<file path="src/rtl/key_line_debouncer_4_if.sv">
// ---------------------------------------------------------------------------
// key_line_debouncer_4_if
//
// Purpose : groups the key-line conditioning signals between the raw key
//           source (master) and the debouncer (slave).
//
// Signals :
//   raw_lines [3:0]  raw, asynchronous, active-high key/request lines
//   out_lines [3:0]  debounced lines; always 0000 or one-hot
//   key_valid        one-cycle strobe per accepted press
//   key_held         high while an accepted key is held (== |out_lines)
//   multi_err        one-cycle strobe when a stable multi-line pattern is
//                    rejected
//   dbg_state [1:0]  current debouncer state (0 IDLE, 1 DEBOUNCE, 2 HELD,
//                    3 RELEASE), for observation only
//
// Handshake: key_valid and multi_err are single-cycle strobes with no
// backpressure (there is no ready). A strobe is valid for exactly the cycle
// it is high. key_valid coincides with out_lines first showing the accepted
// one-hot code; out_lines then stays valid while key_held is high. The two
// strobes never assert in the same cycle.
// ---------------------------------------------------------------------------
interface key_line_debouncer_4_if;
    logic [3:0] raw_lines;
    logic [3:0] out_lines;
    logic       key_valid;
    logic       key_held;
    logic       multi_err;
    logic [1:0] dbg_state;

    // Key source / consumer side.
    modport master (
        output raw_lines,
        input  out_lines,
        input  key_valid,
        input  key_held,
        input  multi_err,
        input  dbg_state
    );

    // Debouncer side.
    modport slave (
        input  raw_lines,
        output out_lines,
        output key_valid,
        output key_held,
        output multi_err,
        output dbg_state
    );
endinterface

</file>
<file path="src/rtl/key_line_debouncer_4.sv">
// ---------------------------------------------------------------------------
// key_line_debouncer_4
//
// Purpose : upstream conditioning stage for the 4-to-2 encoder. Synchronises
//           four raw key lines, debounces them, rejects stable multi-line
//           activity and presents a clean zero-or-one-hot vector that can
//           drive the encoder's in_lines directly.
//
// Parameters:
//   DEBOUNCE_CYCLES  consecutive stable synchronised samples needed to accept
//                    a press (1 .. 2**CNT_W-1)
//   CNT_W            width of the stability counter
//
// Ports:
//   clk   rising-edge clock for all state
//   rst   synchronous, active-high reset; overrides everything
//   bus   key_line_debouncer_4_if.slave (raw_lines in; out_lines, key_valid,
//         key_held, multi_err, dbg_state out)
//
// Timing summary (N = DEBOUNCE_CYCLES):
//   - raw lines stable before edge E0 are accepted at edge E0+N+2
//     (2 synchroniser edges, one IDLE->DEBOUNCE edge, N-1 counting edges,
//     one accept edge).
//   - a release before edge R0 clears out_lines at edge R0+2.
//   - after leaving HELD or rejecting a pattern, IDLE is re-entered only
//     after N+1 consecutive all-zero samples.
// ---------------------------------------------------------------------------
module key_line_debouncer_4 #(
    parameter int DEBOUNCE_CYCLES = 4,
    parameter int CNT_W           = 8
) (
    input  logic                    clk,
    input  logic                    rst,
    key_line_debouncer_4_if.slave   bus
);

    typedef enum logic [1:0] {
        ST_IDLE     = 2'd0,
        ST_DEBOUNCE = 2'd1,
        ST_HELD     = 2'd2,
        ST_RELEASE  = 2'd3
    } state_t;

    localparam logic [CNT_W-1:0] N_CNT   = CNT_W'(DEBOUNCE_CYCLES);
    localparam logic [CNT_W-1:0] CNT_ONE = CNT_W'(1);

    // Two-flop synchroniser; r_sync2 is the only copy the FSM looks at.
    logic [3:0]       r_sync1;
    logic [3:0]       r_sync2;

    // Debounce bookkeeping.
    logic [3:0]       r_cand;
    logic [CNT_W-1:0] r_cnt;
    state_t           r_state;

    // Registered outputs.
    logic [3:0]       r_out_lines;
    logic             r_key_valid;
    logic             r_key_held;
    logic             r_multi_err;

    // Candidate is exactly one-hot: nonzero and clearing its lowest set bit
    // leaves nothing.
    logic             w_cand_onehot;
    logic             w_sync_zero;
    logic             w_sync_eq_cand;
    logic             w_cnt_done;

    assign w_cand_onehot  = (r_cand != 4'd0) && ((r_cand & (r_cand - 4'd1)) == 4'd0);
    assign w_sync_zero    = (r_sync2 == 4'd0);
    assign w_sync_eq_cand = (r_sync2 == r_cand);
    assign w_cnt_done     = (r_cnt == N_CNT);

    always_ff @(posedge clk) begin
        if (rst) begin
            r_sync1     <= 4'd0;
            r_sync2     <= 4'd0;
            r_cand      <= 4'd0;
            r_cnt       <= '0;
            r_state     <= ST_IDLE;
            r_out_lines <= 4'd0;
            r_key_valid <= 1'b0;
            r_key_held  <= 1'b0;
            r_multi_err <= 1'b0;
        end else begin
            r_sync1     <= bus.raw_lines;
            r_sync2     <= r_sync1;

            // Strobes default low so each event yields exactly one cycle.
            r_key_valid <= 1'b0;
            r_multi_err <= 1'b0;

            case (r_state)
                ST_IDLE: begin
                    r_out_lines <= 4'd0;
                    r_key_held  <= 1'b0;
                    if (!w_sync_zero) begin
                        r_cand  <= r_sync2;
                        r_cnt   <= CNT_ONE;
                        r_state <= ST_DEBOUNCE;
                    end
                end

                ST_DEBOUNCE: begin
                    if (w_sync_zero) begin
                        r_state <= ST_IDLE;
                    end else if (!w_sync_eq_cand) begin
                        // Pattern moved: restart stability count on the new one.
                        r_cand <= r_sync2;
                        r_cnt  <= CNT_ONE;
                    end else if (w_cnt_done) begin
                        if (w_cand_onehot) begin
                            r_out_lines <= r_cand;
                            r_key_held  <= 1'b1;
                            r_key_valid <= 1'b1;
                            r_state     <= ST_HELD;
                        end else begin
                            // Stable multi-line pattern: lock out until all
                            // lines have been quiet long enough. The counter
                            // must restart so RELEASE sees a full N+1 zeros.
                            r_multi_err <= 1'b1;
                            r_cnt       <= '0;
                            r_state     <= ST_RELEASE;
                        end
                    end else begin
                        r_cnt <= r_cnt + CNT_ONE;
                    end
                end

                ST_HELD: begin
                    // Any change (release, other key, extra key) drops the
                    // output; a new key is only taken after a full release.
                    if (!w_sync_eq_cand) begin
                        r_out_lines <= 4'd0;
                        r_key_held  <= 1'b0;
                        r_cnt       <= '0;
                        r_state     <= ST_RELEASE;
                    end
                end

                ST_RELEASE: begin
                    r_out_lines <= 4'd0;
                    r_key_held  <= 1'b0;
                    if (!w_sync_zero) begin
                        r_cnt <= '0;
                    end else if (w_cnt_done) begin
                        r_cnt   <= '0;
                        r_state <= ST_IDLE;
                    end else begin
                        r_cnt <= r_cnt + CNT_ONE;
                    end
                end

                default: begin
                    r_out_lines <= 4'd0;
                    r_key_held  <= 1'b0;
                    r_cnt       <= '0;
                    r_state     <= ST_IDLE;
                end
            endcase
        end
    end

    assign bus.out_lines = r_out_lines;
    assign bus.key_valid = r_key_valid;
    assign bus.key_held  = r_key_held;
    assign bus.multi_err = r_multi_err;
    assign bus.dbg_state = r_state;

endmodule
</file>
<file path="src/flat_wrapper.sv">
// flat-port wrapper written by rule: the top's interface ports become plain ports
module key_line_debouncer_4_flat 
#(
    parameter int DEBOUNCE_CYCLES = 4,
    parameter int CNT_W           = 8
)
  (clk, rst, bus_raw_lines, bus_out_lines, bus_key_valid, bus_key_held, bus_multi_err, bus_dbg_state);
  key_line_debouncer_4_if bus_i ();
  input  logic clk;
  input  logic rst;
  input wire logic [$bits(bus_i.raw_lines)-1:0] bus_raw_lines;
  output wire logic [$bits(bus_i.out_lines)-1:0] bus_out_lines;
  output wire logic [$bits(bus_i.key_valid)-1:0] bus_key_valid;
  output wire logic [$bits(bus_i.key_held)-1:0] bus_key_held;
  output wire logic [$bits(bus_i.multi_err)-1:0] bus_multi_err;
  output wire logic [$bits(bus_i.dbg_state)-1:0] bus_dbg_state;
  assign bus_i.raw_lines = bus_raw_lines;
  assign bus_out_lines = bus_i.out_lines;
  assign bus_key_valid = bus_i.key_valid;
  assign bus_key_held = bus_i.key_held;
  assign bus_multi_err = bus_i.multi_err;
  assign bus_dbg_state = bus_i.dbg_state;
  key_line_debouncer_4 #(.DEBOUNCE_CYCLES(DEBOUNCE_CYCLES), .CNT_W(CNT_W)) u_core (.clk(clk), .rst(rst), .bus(bus_i));
endmodule
</file>
<file path="config.mk">
export PLATFORM = sky130hd
export DESIGN_NAME = key_line_debouncer_4_flat
export DESIGN_NICKNAME = d
export VERILOG_FILES = /design/src/rtl/key_line_debouncer_4_if.sv /design/src/rtl/key_line_debouncer_4.sv /design/src/flat_wrapper.sv
export SDC_FILE = /design/constraint.sdc
export NUM_CORES = 1
export LEC_CHECK = 0
export ABC_AREA = 1
export CAP_MARGIN = 20
export CORE_MARGIN = 1.5
export CORE_UTILIZATION = 55
export DETAILED_ROUTE_END_ITERATION = 10
export GPL_ROUTABILITY_DRIVEN = 0
export GPL_TIMING_DRIVEN = 0
export PLACE_DENSITY = 0.77
export SYNTH_ARGS = -nofsm -noshare
export SYNTH_HDL_FRONTEND = slang
export SYNTH_SLANG_ARGS = --single-unit
</file>
<file path="constraint.sdc">
create_clock -name clk -period 1.7 [get_ports clk]
set_input_delay 0.51 -clock clk [delete_from_list [all_inputs] [get_ports clk]]
set_output_delay 0.51 -clock clk [all_outputs]
set_load 0.005 [all_outputs]
</file>
**After elaboration in Yosys (flattened, before gate mapping)**

Cells that the tools add are included.

- Flip-flop bits (word level): 29
- Bits of input ports: 6
- Logic and storage cells: 80

- $add $sub $neg: 2
- Equality and inequality tests: 17
- Multiplexer cells: 36
- Bitwise logic cells: 4
- Reductions and logical operators: 12

Operator list:

| operator | count |
|---|---|
| $mux 8 | 8 |
| $mux 4 | 8 |
| $pmux 8 s4 | 1 |
| $mux 2 | 7 |
| $pmux 4 s3 | 1 |
| $ne 2x1->1 const B | 5 |
| $add 8x1->8 const B | 1 |
| $eq 8x3->1 const B | 1 |
| $logic_not 4->1 | 2 |
| $mux 1 | 8 |
| $ne 2x2->1 const B | 4 |
| $pmux 2 s4 | 1 |
| $pmux 4 s2 | 1 |
| $reduce_and 4->1 | 2 |
| $ne 3x1->1 const B | 2 |
| $reduce_and 6->1 | 1 |
| $reduce_and 5->1 | 1 |
| $reduce_or 5->1 | 1 |
| $and 4x4->4 | 1 |
| $eq 2x2->1 const B | 2 |
| $eq 4x4->1 | 1 |
| $ne 4x4->1 const B | 1 |
| $reduce_bool 4->1 | 1 |
| $sub 4x1->4 const B | 1 |
| other kinds (7) | 9 |

**Depth between registers and ports, before layout**

- Depth in word-level cells: 9
- Gate-level depth with buffers: 13
- Gate-level depth less buffers: 12

**Worst setup path before layout**

No wires, ideal clock.

- Path kind: reg-to-reg
- From: register u_core.r_cnt[0]
- To: register u_core.r_state[0], in the netlist u_core.bus.dbg_state[0]
- Library setup time: 0.109 ns
- Arrival time: 1.361 ns
- Slack: 0.230 ns
- Cell stages (with the launch flop): 12
- Path buffers: 0
- Period minus slack after synthesis: 1.470 ns
- Path through: dfxtp_1 > inv_1 > ha_1 > nand3_2 > nor2_2 > clkinv_1 > nor2_1 > inv_1 > nand2_1 > nand3_1 > nand2_1 > inv_1

- Cells in the longest elaborated chain, start to end: 3

RTL lines:

| element | RTL line | text |
|---|---|---|
| start, declared | key_line_debouncer_4.sv:53 | `logic [CNT_W-1:0] r_cnt;` |
| start signal, assigned | key_line_debouncer_4.sv:126 | `r_cnt <= r_cnt + CNT_ONE;` |
| start signal, assigned | key_line_debouncer_4.sv:150 | `r_cnt <= r_cnt + CNT_ONE;` |
| $eq 8x3->1 (*) | key_line_debouncer_4.sv:72 | `assign w_cnt_done = (r_cnt == N_CNT);` |
| $ne 3x1->1 (no line) or $ne 2x1->1 (tied branches) | - |  |
| $reduce_and 6->1 (no line) (*) | - |  |
| end signal, assigned | key_line_debouncer_4.sv:80 | `r_state <= ST_IDLE;` |
| end signal, assigned | key_line_debouncer_4.sv:100 | `r_state <= ST_DEBOUNCE;` |
| end signal, assigned | key_line_debouncer_4.sv:106 | `r_state <= ST_IDLE;` |
| end, declared | key_line_debouncer_4.sv:54 | `state_t r_state;` |

Every way passes the cells marked *; elsewhere a longest branch is shown, timed or not.
A chain may end at the register's enable or synchronous reset.

**Final worst setup path**

- From: register u_core.r_key_valid, in the netlist u_core.bus.key_valid
- To: output port bus_key_valid

RTL lines:

| element | RTL line | text |
|---|---|---|
| start, declared | key_line_debouncer_4.sv:58 | `logic r_key_valid;` |
| start signal, assigned | key_line_debouncer_4.sv:82 | `r_key_valid <= 1'b0;` |
| start signal, assigned | key_line_debouncer_4.sv:90 | `r_key_valid <= 1'b0;` |
| start signal, assigned | key_line_debouncer_4.sv:115 | `r_key_valid <= 1'b1;` |
| end, declared | flat_wrapper.sv:13 | `output wire logic [$bits(bus_i.key_valid)-1:0] bus_key_valid;` |

No word-level cell between the ends.

==> metrics.md <==
| Metric | Value |
|---|---|
| Sequential area share after synthesis | `36.17%` |
| Total congestion overflow | `0` |
| Share of layout cells above drive strength 1 | `19.40%` |
| Worst Hold Slack | `399.9 ps` |
| Initial DRT Pass Iterations | `4` |
| Layout area overhead | `19.41%` |
| Hold_buf cts | `0` |
| Total wire length | `3287 microns` |
| Most frequent cells in the layout | `66 x sky130_fd_sc_hd__nand2_1, 37 x sky130_fd_sc_hd__inv_1, 32 x sky130_fd_sc_hd__nor2_1` |
| Maximum count of clock buffers along a single path | `2` |
| Result of the run | `completed` |
| Buffer type at the clock tree root | `sky130_fd_sc_hd__clkbuf_4` |
| Part of the cycle the worst path needs | `96.60%` |
| Setup slack, reg-to-reg | `90 ps` |
| CP Launch Type | `flop` |
| Largest stage delay on the critical path | `490 ps` |
| Wire length of the first global-routing pass | `5568 microns` |
| Drt wl/cell | `10.99 microns` |
| Net count after synthesis | `251` |
| Slew @ Worst Pin | `428.3 ps` |
| FF/Latch Area | `605.6 sq um` |
| Number of synthesized register bits | `29` |
| Hold Crit Class | `reg -> reg` |
| Antenna Diode Count | `0` |
| Sequence of cells on the critical path | `clkdlybuf4s50_1` |
| DRC violations left | `0` |
| GRT Util Overall | `22.01%` |
| Critical setup path kind | `reg -> out` |
| Count of H-tree levels built during CTS | `2` |
| Worst path arrival time | `1130 ps` |
| Top-level I/O count | `15` |
| Setup slack after placement | `-131.0 ps` |
| Width of the die | `57.03 microns` |
| Worst path buffer plus inverter count | `1` |
| Gate count of the mapped netlist | `243` |
| Instance area after placement | `1774 sq um` |
| Final worst slack | `57.83 ps` |
| Most used flip-flop cell after synthesis | `sky130_fd_sc_hd__dfxtp_1` |
| Finished layout cell area | `1917 sq um` |
| Async set-or-reset flop fraction in the synthesized netlist | `0%` |
| Post-route antenna net violation count | `0` |
| Final Critical Period | `1642 ps` |
| Total vias in the final route | `1,474` |
| Number of antenna violations at the first check in global routing | `0` |
| Number of filler cells placed in the layout | `250` |
| Maximum number of pins on one net before global-route repair | `11` |
| Slew Limit Headroom | `71.45%` |
| Maximum vdd ir drop | `0.0007045 V` |
| 1st-iter DRT viols | `51` |
| Number of global-route vias before repair | `1,274` |
| Clock Sinks | `29` |
| Rows | `19` |
| Mean cell area of the mapped netlist | `6.606 sq um` |
| Layout Nets | `275` |
| Register clock-pin slew on the reported worst setup and hold paths | `100 ps` |
| Leak | `1.011 nW` |
| Power density normalized to cell area | `870.2 nW/um^2` |
| Count of pins over their slew limit | `0` |
| TritonCTS clock tree | `yes` |
| Total of warnings raised by yosys | `0` |
| DIE AREA | `3252 sq um` |
| Insertion delay to the later sink of the worst-skew pair | `330 ps` |
| Nature of the critical path endpoint | `primary output` |
| Number of enable flip-flop cells after synthesis | `0` |
| Final setup vio count | `0` |
| Count of input and output buffers | `13` |
| Multi-input gate area | `844.6 sq um` |
| Standard cell with the maximum stage delay on the critical path | `sky130_fd_sc_hd__clkdlybuf4s50_1` |
| Distinct cell type count of the synthesized netlist | `28` |
| Sum of net half-perimeters after detailed placement | `2354 microns` |
| Initial Util | `58.21%` |
| Endpoint required time on the critical path | `1190 ps` |
| Avg Vias per Cell | `4.930` |
| Family of cells with the greatest summed delay on the critical path | `buffers and inverters` |
| Number of failing hold endpoints at the final stage | `0` |
| Max-cap violation count | `0` |
| Highest clock frequency the design can meet | `609.0 MHz` |
| Number of clock buffers inserted by TritonCTS | `5` |
| Chip Height | `57.03 microns` |
| Area of the mapped netlist | `1605 sq um` |
| Most common library cell in the layout ignoring fill and taps | `sky130_fd_sc_hd__nand2_1` |
| Highest fanout seen on the critical path | `1` |
| Core Footprint | `2758 sq um` |
| Setup Skew | `5.653 ps` |
==> metrics by stage <==
step	cells	util, %	power (mW)	setup TNS (ps)
3_3_place_gp	287	64.34	1.238	-544.4
5_1_grt	299	69.51	1.787	-8.041
4_1_cts	297	67.42	1.658	0
2_1_floorplan	243	-	1.144	0
3_5_place_dp	287	64.34	1.245	-738.1
6_report	299	69.51	1.668	0
==> Yosys cell counts (all sizes together), types with 2 or more instances <==
cell type / instances / area [sq um]
xor2: 2 / 17.52
ha: 2 / 25.02
nand2: 72 / 285.3
clkbuf: 3 / 21.27
dfxtp: 29 / 580.6
o21ai: 5 / 25.02
nor3: 6 / 35.03
a21oi: 14 / 73.82
nand3: 18 / 105.1
xnor2: 2 / 17.52
nand4: 6 / 37.54
inv: 41 / 153.9
nor2: 38 / 181.4
==> logic make-up (layout without fill, tap and decap cells) <==
family	count (synthesis)	after routing	synth area share (%)
AOI/OAI and AO/OA	21	21	7.716
adders and majority gates	2	2	1.559
DFF	29	29	36.17
and+or+nand+nor	141	141	40.53
buffers and inverters	46	71	11.85
xor gates and xnor gates	4	4	2.183
==> worst register-to-register path, delay by kind of cell, from the launching register on <==
kind / cells / cell delay, ps
compound gates: 1 / 70
flops: 1 / 360
buf+inv: 3 / 250
simple gates: 5 / 650
fa+ha+maj: 1 / 160
==> cell type report <==
| cell class | count | share of cell area (%) |
|---|---|---|
| Buffer | 4 | 1.697 |
| Clock buffer | 5 | 1.958 |
| Clock inverter | 3 | 0.9138 |
| Inverter | 42 | 8.486 |
| Multi-Input combinational cell | 168 | 44.06 |
| Sequential cell | 29 | 31.59 |
| Tap cell | 31 | 2.023 |
| Timing Repair Buffer | 17 | 9.269 |
==> sequential cells by signal, indices dropped and copies added, names as in the netlist, named ones only <==
register              cells
u_core.bus.dbg_state      1
u_core.bus.key_held       1
u_core.bus.key_valid      1
u_core.bus.multi_err      1
u_core.bus.out_lines      4
u_core.r_cand             4
u_core.r_cnt              8
u_core.r_sync1            4
u_core.r_sync2            4
==> worst paths after layout <==
path	start	endpoint	cells past startpoint
min reg2reg	u_core.r_sync1[1]	u_core.r_sync2[1]	2
min	u_core.r_sync1[1]	u_core.r_sync2[1]	2
max reg2reg	u_core.r_cnt[0]	u_core.bus.key_held	10
max	u_core.bus.key_valid	bus_key_valid	1
==> per-layer routing <==
metal | wire, microns | share of wire [%] | track usage [%] | up-vias
met3 | 192 | 5.8 | 8.163 | 4
met5 | 0 | 0 | 0 | -
met4 | 33 | 1.0 | 6.977 | 0
li1 | - | - | - | 802
met2 | 1397 | 43 | 31.36 | 32
met1 | 1664 | 51 | 30.93 | 636
==> repair_timing <==
action	CTS	global route
pin swaps	0	4
buffers inserted	2	2
endpoints found under the setup margin	11	24
resized for setup	7	25
==> power breakdown <==
part / total [mW] / internal, mW / leakage [nW] / switching [mW]
clock: 0.407 / 0.156 / 0.0310 / 0.251
sequential: 0.771 / 0.726 / 0.244 / 0.0446
combinational: 0.490 / 0.179 / 0.736 / 0.311
total: 1.67 / 1.06 / 1.01 / 0.607
No activity file was read; power rests on OpenSTA's default activity.
